`src/rtl/div_pkg.sv`:
```
// -----------------------------------------------------------------------------
// div_pkg -- shared definitions for the iterative divider.
//   DIV_W       operand / result width (32)
//   DIV_ITERS   restoring iterations per divide (32)
//   CNT_W       iteration counter width
//   LAST_ITER   counter value of the final iteration
//   DIV_ZERO_Q  quotient returned for a zero divisor
//   div_state_e FSM encoding: IDLE / CALC / DONE
//   div_op_t    per-operation context captured at start
//   mag33()     33-bit magnitude of a signed/unsigned 32-bit operand
// -----------------------------------------------------------------------------
package div_pkg;

    localparam int DIV_W     = 32;
    localparam int DIV_ITERS = 32;
    localparam int CNT_W     = $clog2(DIV_ITERS);

    localparam logic [CNT_W-1:0] LAST_ITER  = CNT_W'(DIV_ITERS - 1);
    localparam logic [DIV_W-1:0] DIV_ZERO_Q = 32'hFFFF_FFFF;

    typedef enum logic [1:0] {
        IDLE = 2'd0,
        CALC = 2'd1,
        DONE = 2'd2
    } div_state_e;

    typedef struct packed {
        logic             neg_q;    // operand signs differ (signed only)
        logic             neg_r;    // dividend negative (signed only)
        logic             div_zero; // divisor was zero at start
        logic [DIV_W-1:0] dvd_raw;  // dividend as presented, for /0 result
        logic [DIV_W:0]   div_mag;  // divisor magnitude
    } div_op_t;

    // Sign-extend to 33 bits before negating so that 0x80000000 yields an
    // exact magnitude of 2^31.
    function automatic logic [DIV_W:0] mag33(input logic [DIV_W-1:0] v,
                                             input logic             sgn);
        logic [DIV_W:0] ext;
        ext = {sgn & v[DIV_W-1], v};
        return (sgn && v[DIV_W-1]) ? (~ext + 33'd1) : ext;
    endfunction

endpackage

```
`src/rtl/div_if.sv`:
```
// -----------------------------------------------------------------------------
// div_if -- EX-stage <-> divider signal bundle.
//   start, flush, is_signed, dividend, divisor : requester -> divider
//   busy, done, quotient, remainder            : divider -> requester
// Modports: master (EX stage / bench), slave (div_unit).
// -----------------------------------------------------------------------------
interface div_if;
    import div_pkg::*;

    logic             start;
    logic             flush;
    logic             is_signed;
    logic [DIV_W-1:0] dividend;
    logic [DIV_W-1:0] divisor;
    logic             busy;
    logic             done;
    logic [DIV_W-1:0] quotient;
    logic [DIV_W-1:0] remainder;

    modport master (
        output start, flush, is_signed, dividend, divisor,
        input  busy, done, quotient, remainder
    );

    modport slave (
        input  start, flush, is_signed, dividend, divisor,
        output busy, done, quotient, remainder
    );

endinterface

```
`src/rtl/div_step.sv`:
```
// -----------------------------------------------------------------------------
// div_step -- one restoring radix-2 division iteration (combinational).
//   part_rem : shifted partial remainder {rem, next dividend bit}
//   div_mag  : divisor magnitude
//   next_rem : partial remainder after the trial subtraction
//   q_bit    : quotient bit produced by this iteration
// -----------------------------------------------------------------------------
module div_step
    import div_pkg::*;
(
    input  logic [DIV_W:0] part_rem,
    input  logic [DIV_W:0] div_mag,
    output logic [DIV_W:0] next_rem,
    output logic           q_bit
);

    logic [DIV_W+1:0] diff;

    // Extra MSB acts as the borrow: clear means part_rem >= div_mag.
    always_comb begin
        diff     = {1'b0, part_rem} - {1'b0, div_mag};
        q_bit    = ~diff[DIV_W+1];
        next_rem = q_bit ? diff[DIV_W:0] : part_rem;
    end

endmodule

```
`src/rtl/div_unit.sv`:
```
// -----------------------------------------------------------------------------
// div_unit -- 32-bit iterative restoring divider, signed/unsigned.
//   clk     : clock, rising edge
//   resetn  : asynchronous active-low reset
//   bus     : div_if.slave (start/flush/is_signed/dividend/divisor in,
//             busy/done/quotient/remainder out)
// One quotient bit per cycle; done pulses in the 33rd cycle after the start
// edge. Results are registered and held until the next completed divide.
// Divide by zero returns quotient all-ones, remainder = original dividend.
// Build option: DIV_ZERO_FASTPATH_EN -- a zero divisor skips CALC and goes
// straight to DONE, completing in the first cycle after start.
// -----------------------------------------------------------------------------
module div_unit
    import div_pkg::*;
(
    input  logic clk,
    input  logic resetn,
    div_if.slave bus
);

    div_state_e       state, state_nxt;
    logic [CNT_W-1:0] cnt, cnt_nxt;
    div_op_t          op;

    // acc starts as the dividend magnitude and shifts quotient bits in at
    // the bottom as dividend bits leave at the top.
    logic [DIV_W-1:0] acc;
    logic [DIV_W:0]   rem_r;

    logic [DIV_W-1:0] quo_q, rem_q;
    logic [DIV_W-1:0] res_q_nxt, res_r_nxt;
    logic             capture, step_en, load_res;

    logic [DIV_W:0]   dvd_mag, dsr_mag, part_rem, next_rem;
    logic             q_bit;
    logic [DIV_W-1:0] acc_nxt, q_mag, r_mag, q_fin, r_fin;

    // Remainder stays below the divisor and the dividend magnitude never
    // exceeds 2^32-1, so these top bits are always zero.
    logic zero_bits_unused;
    assign zero_bits_unused = rem_r[DIV_W] | dvd_mag[DIV_W];

    assign dvd_mag  = mag33(bus.dividend, bus.is_signed);
    assign dsr_mag  = mag33(bus.divisor,  bus.is_signed);
    assign part_rem = {rem_r[DIV_W-1:0], acc[DIV_W-1]};

    div_step u_step (
        .part_rem (part_rem),
        .div_mag  (op.div_mag),
        .next_rem (next_rem),
        .q_bit    (q_bit)
    );

    assign acc_nxt = {acc[DIV_W-2:0], q_bit};
    assign q_mag   = acc_nxt;
    assign r_mag   = next_rem[DIV_W-1:0];
    assign q_fin   = op.neg_q ? -q_mag : q_mag;
    assign r_fin   = op.neg_r ? -r_mag : r_mag;

    // ---------------------------------------------------------------- FSM
    always_ff @(posedge clk or negedge resetn) begin
        if (!resetn) begin
            state <= IDLE;
            cnt   <= '0;
        end else begin
            state <= state_nxt;
            cnt   <= cnt_nxt;
        end
    end

    always_comb begin
        state_nxt = state;
        cnt_nxt   = cnt;
        capture   = 1'b0;
        step_en   = 1'b0;
        load_res  = 1'b0;
        res_q_nxt = quo_q;
        res_r_nxt = rem_q;

        case (state)
            IDLE: begin
                if (bus.start) begin
                    capture = 1'b1;
                    cnt_nxt = '0;
`ifdef DIV_ZERO_FASTPATH_EN
                    if (bus.divisor == '0) begin
                        state_nxt = DONE;
                        load_res  = 1'b1;
                        res_q_nxt = DIV_ZERO_Q;
                        res_r_nxt = bus.dividend;
                    end else begin
                        state_nxt = CALC;
                    end
`else
                    state_nxt = CALC;
`endif
                end
            end
            CALC: begin
                step_en = 1'b1;
                cnt_nxt = cnt + CNT_W'(1);
                if (cnt == LAST_ITER) begin
                    state_nxt = DONE;
                    load_res  = 1'b1;
                    if (op.div_zero) begin
                        res_q_nxt = DIV_ZERO_Q;
                        res_r_nxt = op.dvd_raw;
                    end else begin
                        res_q_nxt = q_fin;
                        res_r_nxt = r_fin;
                    end
                end
            end
            DONE:    state_nxt = IDLE;
            default: state_nxt = IDLE;
        endcase

        // Flush overrides everything, including a start in the same cycle
        // and the result load on the last iteration.
        if (bus.flush) begin
            state_nxt = IDLE;
            cnt_nxt   = '0;
            capture   = 1'b0;
            step_en   = 1'b0;
            load_res  = 1'b0;
        end
    end

    // ----------------------------------------------------------- datapath
    always_ff @(posedge clk or negedge resetn) begin
        if (!resetn) begin
            op    <= '0;
            acc   <= '0;
            rem_r <= '0;
        end else if (capture) begin
            op.neg_q    <= bus.is_signed & (bus.dividend[DIV_W-1] ^ bus.divisor[DIV_W-1]);
            op.neg_r    <= bus.is_signed & bus.dividend[DIV_W-1];
            op.div_zero <= (bus.divisor == '0);
            op.dvd_raw  <= bus.dividend;
            op.div_mag  <= dsr_mag;
            acc         <= dvd_mag[DIV_W-1:0];
            rem_r       <= '0;
        end else if (step_en) begin
            acc   <= acc_nxt;
            rem_r <= next_rem;
        end
    end

    always_ff @(posedge clk or negedge resetn) begin
        if (!resetn) begin
            quo_q <= '0;
            rem_q <= '0;
        end else if (load_res) begin
            quo_q <= res_q_nxt;
            rem_q <= res_r_nxt;
        end
    end

    assign bus.busy      = (state != IDLE);
    assign bus.done      = (state == DONE);
    assign bus.quotient  = quo_q;
    assign bus.remainder = rem_q;

endmodule

```
`src/flat_wrapper.sv`:
```
// flat-port wrapper written by rule: the top's interface ports become plain ports
module div_unit_flat import div_pkg::*;
  (clk, resetn, bus_start, bus_flush, bus_is_signed, bus_dividend, bus_divisor, bus_busy, bus_done, bus_quotient, bus_remainder);
  div_if bus_i ();
  input  logic clk;
  input  logic resetn;
  input wire logic [$bits(bus_i.start)-1:0] bus_start;
  input wire logic [$bits(bus_i.flush)-1:0] bus_flush;
  input wire logic [$bits(bus_i.is_signed)-1:0] bus_is_signed;
  input wire logic [$bits(bus_i.dividend)-1:0] bus_dividend;
  input wire logic [$bits(bus_i.divisor)-1:0] bus_divisor;
  output wire logic [$bits(bus_i.busy)-1:0] bus_busy;
  output wire logic [$bits(bus_i.done)-1:0] bus_done;
  output wire logic [$bits(bus_i.quotient)-1:0] bus_quotient;
  output wire logic [$bits(bus_i.remainder)-1:0] bus_remainder;
  assign bus_i.start = bus_start;
  assign bus_i.flush = bus_flush;
  assign bus_i.is_signed = bus_is_signed;
  assign bus_i.dividend = bus_dividend;
  assign bus_i.divisor = bus_divisor;
  assign bus_busy = bus_i.busy;
  assign bus_done = bus_i.done;
  assign bus_quotient = bus_i.quotient;
  assign bus_remainder = bus_i.remainder;
  div_unit u_core (.clk(clk), .resetn(resetn), .bus(bus_i));
endmodule
```
`config.mk`:
```
export PLATFORM = sky130hd
export DESIGN_NAME = div_unit_flat
export DESIGN_NICKNAME = d
export VERILOG_FILES = /design/src/rtl/div_pkg.sv /design/src/rtl/div_if.sv /design/src/rtl/div_step.sv /design/src/rtl/div_unit.sv /design/src/flat_wrapper.sv
export SDC_FILE = /design/constraint.sdc
export NUM_CORES = 1
export LEC_CHECK = 0
export ABC_AREA = 1
export CORE_UTILIZATION = 65
export CTS_BUF_LIST = sky130_fd_sc_hd__clkbuf_8
export CTS_CLUSTER_SIZE = 30
export DETAILED_ROUTE_END_ITERATION = 7
export PLACE_DENSITY = 0.89
export SLEW_MARGIN = 20
export SYNTH_ARGS = -nofsm -noshare
export SYNTH_HDL_FRONTEND = slang
export SYNTH_SLANG_ARGS = --single-unit
```
`constraint.sdc`:
```
create_clock -name clk -period 11.3 [get_ports clk]
set_input_delay 1.13 -clock clk [delete_from_list [all_inputs] [get_ports clk]]
set_output_delay 1.13 -clock clk [all_outputs]
set_load 0.05 [all_outputs]
```
Yosys cells after proc, flatten, opt, wreduce, memory -nomap -nowiden
Index checks and enable logic that the tools add are counted.
{"block": "word_totals", "rom_bits": 0, "in_bits": 69, "ram_bits": 0, "latch_bits": 0, "register_bits": 203, "n_memories": 0}
{"block": "op_classes", "addsub": 6, "mul": 0, "bitwise_logic": 7, "reduce_logical": 10, "n_lt_le_gt_ge": 0, "shift": 0, "eq_ne": 5, "n_mux": 26, "div": 0}
{"operator": "$mux 32", "count": 10}
{"operator": "$neg 32->32", "count": 2}
{"operator": "$sub 33x33->34", "count": 1}
{"operator": "$add 33x1->33 const B", "count": 1}
{"operator": "$mux 33", "count": 1}
{"operator": "$not 33->33", "count": 1}
{"operator": "$add 32x1->32 const B", "count": 1}
{"operator": "$logic_not 32->1", "count": 1}
{"operator": "$not 32->32", "count": 1}
{"operator": "$mux 5", "count": 2}
{"operator": "$pmux 5 s2", "count": 1}
{"operator": "$mux 1", "count": 8}
{"operator": "$mux 2", "count": 3}
{"operator": "$add 5x1->5 const B", "count": 1}
{"operator": "$eq 5x5->1 const B", "count": 1}
{"operator": "$pmux 2 s2", "count": 1}
{"operator": "$reduce_and 2->1", "count": 2}
{"operator": "$reduce_bool 2->1", "count": 2}
{"operator": "$and 1x1->1", "count": 3}
{"operator": "$ne 3x2->1 const B", "count": 1}
{"operator": "$ne 3x3->1 const B", "count": 1}
{"operator": "$reduce_and 3->1", "count": 1}
{"operator": "$reduce_bool 3->1", "count": 1}
{"operator": "$eq 2x1->1 const B", "count": 1}
{"operator": "5 further kinds", "count": 6}

Logic depth before layout (Yosys ltp)
Gate-level depths: netlist of run 1.
{"block": "logic_depth", "ltp_word": 5, "depth_mapped": 27, "mapped_depth_nobuf": 26}

Modules after synthesis
From an unflattened synthesis of run 1, not the netlist that was laid out.
{"block": "unflattened", "cells_unflattened": 2366, "hier_area_um2": 15245.9}
{"mod": "div_unit", "seq_area_each_um2": 5079.9, "area_per_inst_um2": 11932.7, "cells_each": 1698, "n_inst": 1}
{"mod": "div_step", "seq_area_each_um2": 0.0, "area_per_inst_um2": 3313.2, "cells_each": 668, "n_inst": 1}

Worst setup path after synthesis of run 1
OpenSTA, ideal clock, no wires.
{"block": "synth_path", "kind": "flip-flop to flip-flop", "startpoint": "register u_core.rem_r[10]", "endpoint": "register u_core.quo_q[26], in the netlist u_core.bus.quotient[26]", "arrival_time_ns": 3.438, "slack_ns": 7.741, "n_path_buf": 1, "setup_time_ns": 0.121, "stages_incl_launch_ff": 26, "path_cell_list": "dfrtp_1 > ha_1 > nand2_2 > inv_2 > nand2_1 > nand3_1 > nand2_1 > nand2_1 > inv_1 > nand2_2 > nand2_4 > nand2_4 > inv_2 > buf_6 > ha_1 > nand3_1 > nor3_1 > nand3_1 > nor3_2 > nand3_1 > nor2_1 > nor2_1 > a21oi_1 > o21ai_0 > xor2_1 > o22a_1"}
{"block": "synth_between", "elab_chain_cells": 5}
{"element": "start: declaration", "line": "div_unit.sv:28", "rtl": "logic [DIV_W:0] rem_r;"}
{"element": "start signal: assignment", "line": "div_unit.sv:145", "rtl": "rem_r <= next_rem;"}
{"element": "$sub 33x33->34", "line": "div_step.sv:21", "rtl": "diff = {1'b0, part_rem} - {1'b0, div_mag};"}
{"element": "$not 1->1", "line": "div_step.sv:22", "rtl": "q_bit = ~diff[DIV_W+1];"}
{"element": "$neg 32->32", "line": "div_unit.sv:57", "rtl": "assign q_fin = op.neg_q ? -q_mag : q_mag;"}
{"element": "$mux 32", "line": "div_unit.sv:57"}
{"element": "$mux 32", "line": "div_unit.sv:105", "rtl": "if (op.div_zero) begin"}
{"element": "end signal: assignment", "line": "div_unit.sv:154", "rtl": "quo_q <= res_q_nxt;"}
{"element": "end: declaration", "line": "div_unit.sv:30", "rtl": "logic [DIV_W-1:0] quo_q, rem_q;"}
Every way passes these cells.
A chain may end at the register's enable or synchronous reset.

Worst setup path after layout of run 1
{"block": "layout_path", "startpoint": "register u_core.rem_r[23]", "endpoint": "register u_core.quo_q[28], in the netlist u_core.bus.quotient[28]"}
The elaborated chain is that of the path after synthesis.

==> results by group, run 1 <==
Outcome
  • Status: complete, no violations

Timing
  • Clock skew: approximately 0.021 ns
  • Worst slew pin tran: between 1 and 1.5 ns
  • Max Slew Vio Count: 0
  • Period minus WS final: between 5 and 6 ns
  • Period utilisation layout: between 40% and 50%
  • Final Setup Violations: 0
  • Max Freq: 194 MHz
  • Fin Setup TNS: 0 ns
  • Unrepaired setup endpoints after global routing: no
  • Fin. Hold Viols: 0
  • Slew headroom: around 26%

Worst setup path
  • R2R setup slack: between 6 and 7 ns
  • Data required, critical path: ~12 ns
  • Worst Path Arrival: between 5 and 6 ns
  • Critical path type: flop to flop
  • R2R cell count: 21
  • Worst-path fanout max: 50
  • Critical Path Start Type: flop
  • FF-to-FF Start: u_core.rem_r[23]
  • Reg-to-reg endpoint: u_core.bus.quotient[28]
  • CP endpoint kind: flop

Global route
  • Global-route wire length before repair: between 70 and 80 mm
  • Busiest layer in global routing: met2
  • Vias in the first global route: around 14000
  • Met3 usage: between 10% and 20%
  • Met2 Use GR: roughly two thirds
  • Antenna violations before repair: 4
  • Largest net degree at the start of global routing: 91
  • Remaining global-route overflow: 0
  • Grt met1 use: about three fifths
  • All-layer global routing usage: 43.9%

Floorplanning
  • Initial Util: about 67%
  • CORE AREA: about 21000 µm²
  • Die Wd: between 150 and 200 µm
  • Die height: between 150 and 200 µm
  • Die area: between 20000 and 25000 µm²
  • Top Ports: 135
  • Rows: 53

Synthesis
  • Post-synthesis sequential area ratio: about 36%
  • Post-synth top area share: between 30% and 40%
  • Post-Syn Nets: between 2000 and 2500
  • #FFs+latches synth: between 200 and 250
  • Syn Area/Cell: about 6.7 µm²
  • YS warnings: 0
  • EDFF count, synth: 0
  • Top FF cell, synth: dfrtp_1
  • Synthesized instance count: approximately 2100
  • Post-synth top area cell: dfrtp_1
  • Post-Syn Area: around 14000 µm²
  • Cell variety after synth: 58
  • Main area contributors after synthesis: dfrtp_1 (36%), nand2_1 (17%), inv_1 (7.7%)
  • Asr flop ratio synth: 100%

Finish
  • Fill cells: 1576
  • Sequential Area: a little over 5000 µm²
  • Multi-input logic area: ~7800 µm²
  • Layout cells sized above 1: under 10%
  • Synth-to-Final Area Change: 15.1%
  • Final Cell Area: approximately 16000 µm²
  • Nets: 2352

Power
  • Net switching power figure: 2340 µW
  • Pwr dens: ~270 nW/µm²
  • Clk pwr share: between 15 and 20%
  • Sequential share of power: 22.9%
  • VDD IR max: approximately 0.14 mV
  • Int Power: around 2000 µW
  • Overall power: about 4400 µW
  • Switching Share: between 50% and 60%
  • Comb pwr share: 61.2%
  • Pleak: 0.00856 µW

Hold path
  • WHS Endpoint: u_core.bus.remainder[11]
  • Worst hold start: u_core.bus.remainder[11]
  • Worst Hold Class: flop to flop
  • Hold Path Cell Cnt: 2

Placement
  • Final Wtd Congestion: around 1.1
  • Dpl hpwl: between 30 and 40 mm
  • Post-placement cell area: ~16000 µm²
  • Number of port buffers: ~130

CTS
  • CTS clk-pin slew, worst paths: 0.06 ns
  • CTS tree: built
  • Clock latency on the worst-skew pair: 0.53 ns
  • Post-CTS Setup Inserts: 0
  • Hold Buf Count CTS: 0
  • CTS resizes: 0
  • Clock tree buffer depth: 3
  • CTS H-tree lvls: 2
  • Clk root buf: clkbuf_8
  • Cts bufs inserted: 36
  • CTS sink count: approximately 200

Detailed routing
  • WL final: between 40 and 50 mm
  • Vias per Instance: around 6
  • Antenna-violating nets left: 0
  • Pre-antenna DRT Iters: 6
  • Mean routed wirelength per cell: approximately 19 µm
  • Post-route DRC: 0
  • DRT iter0 DRCs: slightly below 2000
  • Vias: roughly 16000

Job
  • Max-Cap Viols: 0
critical path: stages, from the launching register on:
cell and delay, ns:
dfrtp_1 0.40, ha_1 0.37, a21oi_1 0.23, o21ai_1 0.12, inv_1 0.07, nand2_1 0.11
a21oi_4 0.41, nand2_4 0.45, inv_2 0.47, ha_1 0.28, nand3_1 0.14, nor3_1 0.29
nand3_1 0.23, nor3_2 0.29, nand3_1 0.14, nor2_1 0.15, nor2_1 0.08, a21oi_1 0.26
o21ai_0 0.17, xor2_1 0.18, o22ai_1 0.13, inv_1 0.07
power by group through the flow:
stage | combinational (µW) | clock, µW | sequential [µW]
after floorplan | 1960 | 0 | 942
after global placement | 2510 | 0 | 993
after detailed placement | 2570 | 0 | 1000
after CTS | 2590 | 692 | 991
after global routing | 2950 | 724 | 1010
final | 2680 | 694 | 1000
cells in the mapped netlist, types with 6 or more instances:
cell type  number
a21oi_1        80
inv_2           9
xor2_1         39
o21ai_1        13
ha_1           39
o221ai_1        8
nand3_1       130
nor3_1         36
nor2_2          6
nor4_1          8
buf_1           7
nand2_1       629
o211ai_1        7
o21ai_2         6
clkbuf_1       53
o21ai_0       162
xnor2_1        20
a31oi_1        15
dfrtp_1       203
nand4_1        21
inv_1         292
or2_2          10
a221oi_1        7
nor2_1        199
o22ai_1        33
nand2_2        23
metal layers:
layer	share of wire (%)	vias to the layer above
met4	3.6	2
met3	14	162
met2	44	1126
met1	39	7206
met5	0.018	-
li1	-	7082
how the worst max path moves through the flow:
stage / startpoint / end / cells after the start
floorplan: u_core.rem_r[10] / u_core.bus.quotient[26] / 25
global placement: u_core.rem_r[19] / u_core.bus.quotient[28] / 23
detailed placement: u_core.rem_r[19] / u_core.bus.quotient[28] / 23
CTS: u_core.rem_r[19] / u_core.bus.quotient[28] / 23
global route: u_core.rem_r[19] / u_core.bus.quotient[28] / 23
finish: u_core.rem_r[23] / u_core.bus.quotient[28] / 21
flip-flops by register name (all words and copies together) (netlist names):
register / flops
u_core.bus.remainder: 32
u_core.op: 68
u_core.state: 2
u_core.bus.quotient: 32
u_core.cnt: 5
u_core.rem_r: 32
u_core.acc: 32
cell usage in the layout, fill, tap and decap left out, types with 4 or more instances in the layout:
master / count
nand3b_1: 5
nand3_1: 129
o21ai_1: 13
nor4_1: 8
o21ai_2: 6
clkdlybuf4s50_1: 133
o22ai_1: 33
a31oi_1: 15
buf_4: 9
nand3_2: 5
a22oi_1: 5
nand2_1: 628
o211ai_1: 7
nor3_1: 36
ha_1: 39
xnor2_1: 20
or2_2: 10
o31ai_1: 4
nand2_4: 6
clkbuf_8: 46
inv_2: 10
a21oi_1: 80
dfrtp_1: 203
nor2_2: 7
a211oi_1: 4
o221ai_1: 8
clkinv_1: 4
inv_1: 300
o21ai_0: 162
nand4_1: 21
a221oi_1: 7
nor2_1: 198
nor2_4: 4
xor2_1: 39
nand2_2: 23
cell families after synthesis:
| family | count (synthesis) | share of synthesized area, % |
|---|---|---|
| buffers and inverters | 376 | 10.3 |
| AOI/OAI and AO/OA | 365 | 14.6 |
| DFF | 203 | 35.5 |
| and+or+nand+nor | 1089 | 32.3 |
| xor gates and xnor gates | 59 | 3.61 |
| adders and majority gates | 40 | 3.55 |
through the flow:
| step | worst slack, ns | hold WS (ns) | utilization, % | std cells |
|---|---|---|---|---|
| 2_1_floorplan | 7.74 | 0.436 | - | 2132 |
| 3_3_place_gp | 6.64 | 0.455 | 74.0 | 2480 |
| 3_5_place_dp | 6.35 | 0.465 | 74.0 | 2480 |
| 4_1_cts | 6.34 | 0.481 | 77.3 | 2539 |
| 5_1_grt | 5.76 | 0.505 | 77.3 | 2540 |
| 6_report | 6.14 | 0.483 | 77.4 | 2542 |
cell type report:
class	count	area share (%)
Clock buffer	45	3.76
Antenna cell	3	0.0456
Clock inverter	14	0.555
Inverter	306	6.98
Sequential cell	203	30.8
Timing Repair Buffer	143	8.58
Tap cell	275	2.09
Multi-Input combinational cell	1553	47.1
(Power assumes the default switching activity.)
==> run 2, diff against run 1 <==
--- a/config.mk
+++ b/config.mk
@@ -6,11 +6,11 @@
 export NUM_CORES = 1
 export LEC_CHECK = 0
 export ABC_AREA = 1
-export CORE_UTILIZATION = 65
+export CORE_UTILIZATION = 54
 export CTS_BUF_LIST = sky130_fd_sc_hd__clkbuf_8
 export CTS_CLUSTER_SIZE = 30
 export DETAILED_ROUTE_END_ITERATION = 7
-export PLACE_DENSITY = 0.89
+export PLACE_DENSITY = 0.79
 export SLEW_MARGIN = 20
 export SYNTH_ARGS = -nofsm -noshare
 export SYNTH_HDL_FRONTEND = slang
==> constraint.sdc (replaced) <==
create_clock -name clk -period 4.72 [get_ports clk]
set_input_delay 0.472 -clock clk [delete_from_list [all_inputs] [get_ports clk]]
set_output_delay 0.472 -clock clk [all_outputs]
set_load 0.05 [all_outputs]
==> run 2 against run 1 <==
Against the previous run: the run now ends with negative hold slack left; fmax is 18% higher; critical path depth is 3 higher; via count is 4.2% lower; sequential power is 140% higher; setup slack worse by 5.8 ns; sequential share of layout area is 0.33 points lower; die area is 20% higher; final area is 1.1% higher; largest cell class unchanged; highest routed layer is now met4.
==> results by group, run 2 (synthesis results as in run 1) <==
Outcome
  • Status: finished with violations
  • Failing checks: negative hold slack

Timing
  • Worst slew pin tran: roughly 1.1 ns
  • Clock skew: 0.0302 ns
  • Hold slack: -0.0432 ns
  • Final Setup Violations: 0
  • Max Slew Vio Count: 0
  • Fin Setup TNS: 0 ns
  • Max Freq: between 200 and 250 MHz
  • Period utilisation layout: between 90% and 100%
  • Slew headroom: a little over a quarter
  • Unrepaired setup endpoints after global routing: no
  • Fin. Hold Viols: 4
  • Setup WS post-layout: roughly 0.35 ns
  • Period minus WS final: about 4.4 ns

Finish
  • # diodes: 0
  • Most flop-heavy register: u_core.op
  • Layout cells sized above 1: under 10%
  • Fill cells: between 2000 and 2500
  • Synth-to-Final Area Change: 16.4%
  • Final Core Density: approximately 64%
  • Max FFs per register: just under 70
  • Multi-input logic area: roughly 7800 µm²
  • Nets: around 2400
  • Commonest non-fill, non-tap cell in the layout: nand2_1
  • Sequential Area: 5080 µm²
  • Most frequent cells in the layout: nand2_1 (628), inv_1 (301), dfrtp_1 (202)
  • Post-Layout Cell Count: 2615

Power
  • Switching Share: approximately 53%
  • VDD IR max: ~0.47 mV
  • Sequential share of power: between 20% and 30%
  • Pwr dens: 637 nW/µm²
  • Int Power: between 4000 and 5000 µW
  • Clk pwr share: between 10% and 20%
  • Net switching power figure: 5670 µW
  • Pleak: approximately 0.0086 µW
  • Comb pwr share: approximately 62%

Detailed routing
  • Antenna-violating nets left: 0
  • DRT iter0 DRCs: around 1600
  • Vias per Instance: 5.70
  • WL final: 50.1 mm
  • Post-route DRC: 0
  • Vias: ~15000
  • Pre-antenna DRT Iters: 5
  • Mean routed wirelength per cell: about 19 µm

Global route
  • Largest net degree at the start of global routing: approximately 110
  • Grt met1 use: a little over half
  • All-layer global routing usage: a little under two fifths
  • Antenna violations before repair: 0
  • Global-route wire length before repair: ~78 mm
  • Busiest layer in global routing: met2
  • Vias in the first global route: between 10000 and 15000
  • Met2 Use GR: 56.7%
  • Met3 usage: under 10%
  • Remaining global-route overflow: 0

Floorplanning
  • Die height: ~160 µm
  • Rows: 59
  • Top Ports: ~140
  • CORE AREA: about 26000 µm²
  • Initial Util: 55.0%
  • Die Wd: 165 µm
  • Die area: between 20000 and 30000 µm²

Placement
  • Final Wtd Congestion: 1.02
  • Number of port buffers: 134
  • Worst slack at placement: 0.541 ns
  • DP Cell Count: around 2600
  • Dpl hpwl: approximately 38 mm

CTS
  • Cts bufs inserted: 37
  • CTS sink count: just over 200
  • CTS H-tree lvls: 2
  • Post-CTS Setup Inserts: 0
  • CTS tree: built
  • CTS clk-pin slew, worst paths: around 0.060 ns
  • CTS resizes: 0
  • Clock tree buffer depth: 3
  • Clk root buf: clkbuf_8
  • Hold Buf Count CTS: 0
  • Clock latency on the worst-skew pair: 0.55 ns

Worst setup path
  • Worst-path fanout max: 14
  • Worst Path Arrival: 4.78 ns
  • Critical path type: flop to flop
  • Data required, critical path: about 5.1 ns
  • Critical Path Start Type: flop
  • R2R setup slack: about 0.35 ns
  • CP endpoint kind: flop

Job
  • Max-Cap Viols: 0

Hold path
  • Worst Hold Class: primary input to asynchronous set/reset pin
[run 2: layout make-up]
type	count	share of cell area [%]
timing repair buffer	155	9.10
sequential	203	30.5
clock buffer	45	3.72
multi-input combinational	1553	46.6
tap	335	2.52
inverter	306	6.90
clock inverter	18	0.646
[run 2: final timing paths]
kind	start	to	cells past startpoint
setup reg to reg	u_core.rem_r[5]	u_core.bus.quotient[26]	24
min in group clk	u_core.bus.remainder[5]	u_core.bus.remainder[5]	2
hold / removal	resetn	u_core.op[24]	1
max in group asynchronous	resetn	u_core.op[66]	2
hold reg to reg	u_core.bus.remainder[5]	u_core.bus.remainder[5]	2
setup / recovery	u_core.rem_r[5]	u_core.bus.quotient[26]	24
[run 2: routing by layer]
layer  wire, µm  share of wire [%]
met1      22100                 44
met2      21700                 43
met3       4520                9.0
met4       1750                3.5
met5          0                  0
[run 2: critical path, stage by stage (launching register included)]
cell,delay [ns]
dfrtp_1,0.46
ha_1,0.39
nand2_1,0.09
nand2_1,0.08
nand2_1,0.08
nand2_1,0.09
clkinv_1,0.07
nand3_2,0.15
nand2_2,0.11
nand2_2,0.07
nand2_4,0.18
nand2_4,0.07
inv_2,0.07
ha_1,0.18
nand3_1,0.10
nor3_1,0.25
nand3_1,0.19
nor3_2,0.35
nand3_1,0.16
nor2_1,0.21
nor2_1,0.09
a21oi_1,0.24
o21ai_0,0.15
xor2_1,0.19
o22a_1,0.17
[run 2: stage by stage]
stage               power (µW)  instance area (µm²)
floorplan                 6960                14300
global placement          8710                15900
detailed placement        8740                15900
CTS                      10500                16600
global route             11400                16600
finish                   10600                16600
[run 2: power by group through the flow]
stage / sequential, µW / combinational [µW] / clock [µW]
2_1_floorplan: 2260 / 4700 / 0
3_3_place_gp: 2390 / 6330 / 0
3_5_place_dp: 2390 / 6350 / 0
4_1_cts: 2360 / 6390 / 1710
5_1_grt: 2410 / 7240 / 1780
6_report: 2380 / 6540 / 1680
==> run 3, diff against run 2 <==
--- a/config.mk
+++ b/config.mk
@@ -6,12 +6,13 @@
 export NUM_CORES = 1
 export LEC_CHECK = 0
 export ABC_AREA = 1
-export CORE_UTILIZATION = 54
+export CORE_UTILIZATION = 55
 export CTS_BUF_LIST = sky130_fd_sc_hd__clkbuf_8
 export CTS_CLUSTER_SIZE = 30
 export DETAILED_ROUTE_END_ITERATION = 7
-export PLACE_DENSITY = 0.79
+export PLACE_DENSITY = 0.8
 export SLEW_MARGIN = 20
 export SYNTH_ARGS = -nofsm -noshare
 export SYNTH_HDL_FRONTEND = slang
+export SYNTH_HIERARCHICAL = 1
 export SYNTH_SLANG_ARGS = --single-unit
==> run 3 against run 2 <==
Against the previous run: the run now ends clean; power decreased by 11%; sequential power decreased by 2%; clock-buffer cell count increased by 2; sequential share of layout area decreased by 1.3 points; largest power group unchanged.
==> results by group, run 3 <==
Floorplanning
  • CORE AREA: 27000 µm²
  • Initial Util: between 50% and 60%
  • Rows: 60
  • Die area: ~28000 µm²
  • Top Ports: around 140
  • Die Wd: 168 µm
  • Die height: between 150 and 200 µm

Worst setup path
  • Max incr delay on CP: around 0.43 ns
  • Most used cell along the critical path: nand2_1
  • R2R setup slack: between 0.7 and 0.8 ns
  • FF-to-FF Start: u_core/rem_r[17]
  • Data required, critical path: 5.15 ns
  • Crit path cell chain: ha_1 -> nand2_1 -> nand2_1 -> nand2_1 -> nand3_1 -> a21oi_2 -> nor2_4 -> nor2_8 -> nand2_8 -> nand2_1 -> o21ai_0 -> inv_1 -> ha_1 -> nand3_1 -> nor2_1 -> nand2_1 -> nand2_1 -> nand2_1 -> nand2_1 -> nand2_1 -> o21ai_0 -> nand2_1
  • Worst Path Arrival: approximately 4.4 ns
  • Worst-path fanout max: 34
  • Critical Path Start Type: flop
  • R2R cell count: 22
  • Critical path type: flop to flop
  • Slowest-stage cell, CP: nor2_8
  • CP endpoint kind: flop
  • Reg-to-reg endpoint: u_core/bus.remainder[16]

Placement
  • Dpl hpwl: roughly 40 mm
  • Final Wtd Congestion: 1.00
  • Number of port buffers: roughly 130
  • DP Cell Count: roughly 2800
  • Worst slack at placement: 0.822 ns

Timing
  • Slew headroom: 28.4%
  • Setup WS post-layout: between 0.7 and 0.8 ns
  • Hold slack: about 0.05 ns
  • Period utilisation layout: 83.9%
  • Unrepaired setup endpoints after global routing: no
  • Clock skew: between 0.02 and 0.03 ns
  • Max Slew Vio Count: 0
  • Fin Setup TNS: 0 ns
  • Period minus WS final: 3.96 ns
  • Fin. Hold Viols: 0
  • Worst slew pin tran: 1.07 ns
  • Max Freq: 253 MHz
  • Final Setup Violations: 0

CTS
  • CTS resizes: 0
  • CTS sink count: 203
  • Hold Buf Count CTS: 0
  • Cts bufs inserted: 38
  • Clock latency on the worst-skew pair: around 0.55 ns
  • Post-CTS Setup Inserts: 0
  • CTS clk-pin slew, worst paths: roughly 0.060 ns
  • Clk root buf: clkbuf_8
  • Clock tree buffer depth: 3
  • CTS H-tree lvls: 2
  • CTS tree: built

Finish
  • # diodes: 0
  • Most flop-heavy register: u_core/op
  • Nets: roughly 2600
  • Most frequent cells in the layout: nand2_1 (775), inv_1 (349), nand3_1 (236)
  • Max FFs per register: 68
  • Layout cells sized above 1: under 10%
  • Fill cells: 2525
  • Synth-to-Final Area Change: 14.7%
  • Post-Layout Cell Count: approximately 2800
  • Final Core Density: 64.4%
  • Commonest non-fill, non-tap cell in the layout: nand2_1

Power
  • Switching Share: between 50 and 60%
  • Sequential share of power: 24.9%
  • Clk pwr share: around a fifth
  • Net switching power figure: 4740 µW
  • Int Power: between 4000 and 5000 µW
  • Pwr dens: between 500 and 600 nW/µm²
  • Comb pwr share: 55.4%
  • VDD IR max: around 0.27 mV
  • Pleak: a little over 0.009 µW

Global route
  • All-layer global routing usage: 37.7%
  • Vias in the first global route: ~15000
  • Global-route wire length before repair: between 80 and 90 mm
  • Largest net degree at the start of global routing: approximately 110
  • Antenna violations before repair: 2
  • Remaining global-route overflow: 0

Detailed routing
  • Vias: roughly 16000
  • WL final: 52.9 mm
  • Post-route DRC: 0
  • DRT iter0 DRCs: ~1900
  • Mean routed wirelength per cell: between 15 and 20 µm
  • Antenna-violating nets left: 0
  • Pre-antenna DRT Iters: 7
  • Vias per Instance: 5.73

Synthesis
  • Post-Syn Area: between 15000 and 20000 µm²
  • Post-Syn Nets: between 2000 and 2500
  • YS warnings: 6
  • Syn Area/Cell: 6.46 µm²
  • Synthesized instance count: 2349

Hold path
  • Worst Hold Class: primary input to asynchronous set/reset pin

Job
  • Max-Cap Viols: 0

Outcome
  • Status: complete, no violations
==> run 3: layer usage <==
metal	GRT usage (%)	part of all wire (%)	up-vias
met1	54.1	44	7525
met4	13.8	3.6	0
met2	57.5	43	877
met5	0	0	-
li1	-	-	7655
met3	5.90	9.6	127
==> run 3: power groups by stage <==
stage	combinational (µW)	clock, µW	sequential, µW
floorplan	3770	0	2210
global placement	4980	0	2350
detailed placement	5030	0	2350
CTS	5080	1880	2320
global route	5800	1950	2370
finish	5200	1850	2340
==> run 3: how the worst max path moves through the flow <==
| stage | startpoint | to | slack [ns] | cells past startpoint |
|---|---|---|---|---|
| after global routing | u_core/rem_r[17] | u_core/bus.remainder[18] | 0.38 | 22 |
| after detailed placement | u_core/rem_r[25] | u_core/bus.remainder[18] | 0.82 | 22 |
| final | u_core/rem_r[17] | u_core/bus.remainder[16] | 0.76 | 22 |
| after CTS | u_core/rem_r[25] | u_core/bus.remainder[18] | 0.83 | 22 |
| after global placement | u_core/rem_r[17] | u_core/bus.remainder[18] | 0.90 | 22 |
| after floorplan | u_core/rem_r[27] | u_core/bus.remainder[18] | 1.81 | 21 |
==> run 3: worst max-delay path: cells and delay by family, from the launching register on <==
kind / cells / cell delay, ns
buffers and inverters: 1 / 0.13
flip-flops: 1 / 0.40
AND/OR/NAND/NOR: 16 / 2.24
adder cells (fa/ha/maj): 2 / 0.55
AO/OA/AOI/OAI: 3 / 0.50
==> run 3: metrics by stage <==
step / area, µm² / power, µW
floorplan: 15200 / 5980
global placement: 16600 / 7330
detailed placement: 16600 / 7380
CTS: 17400 / 9280
finish: 17400 / 9400
global route: 17400 / 10100
==> run 3: final cells by class <==
class	count	area [µm²]	area share, %
Clock buffer	47	647	3.72
Inverter	350	1310	7.55
Sequential cell	203	5080	29.2
Timing Repair Buffer	142	1420	8.15
Clock inverter	20	173	0.992
Multi-Input combinational cell	1722	8350	48.0
Tap cell	341	427	2.45
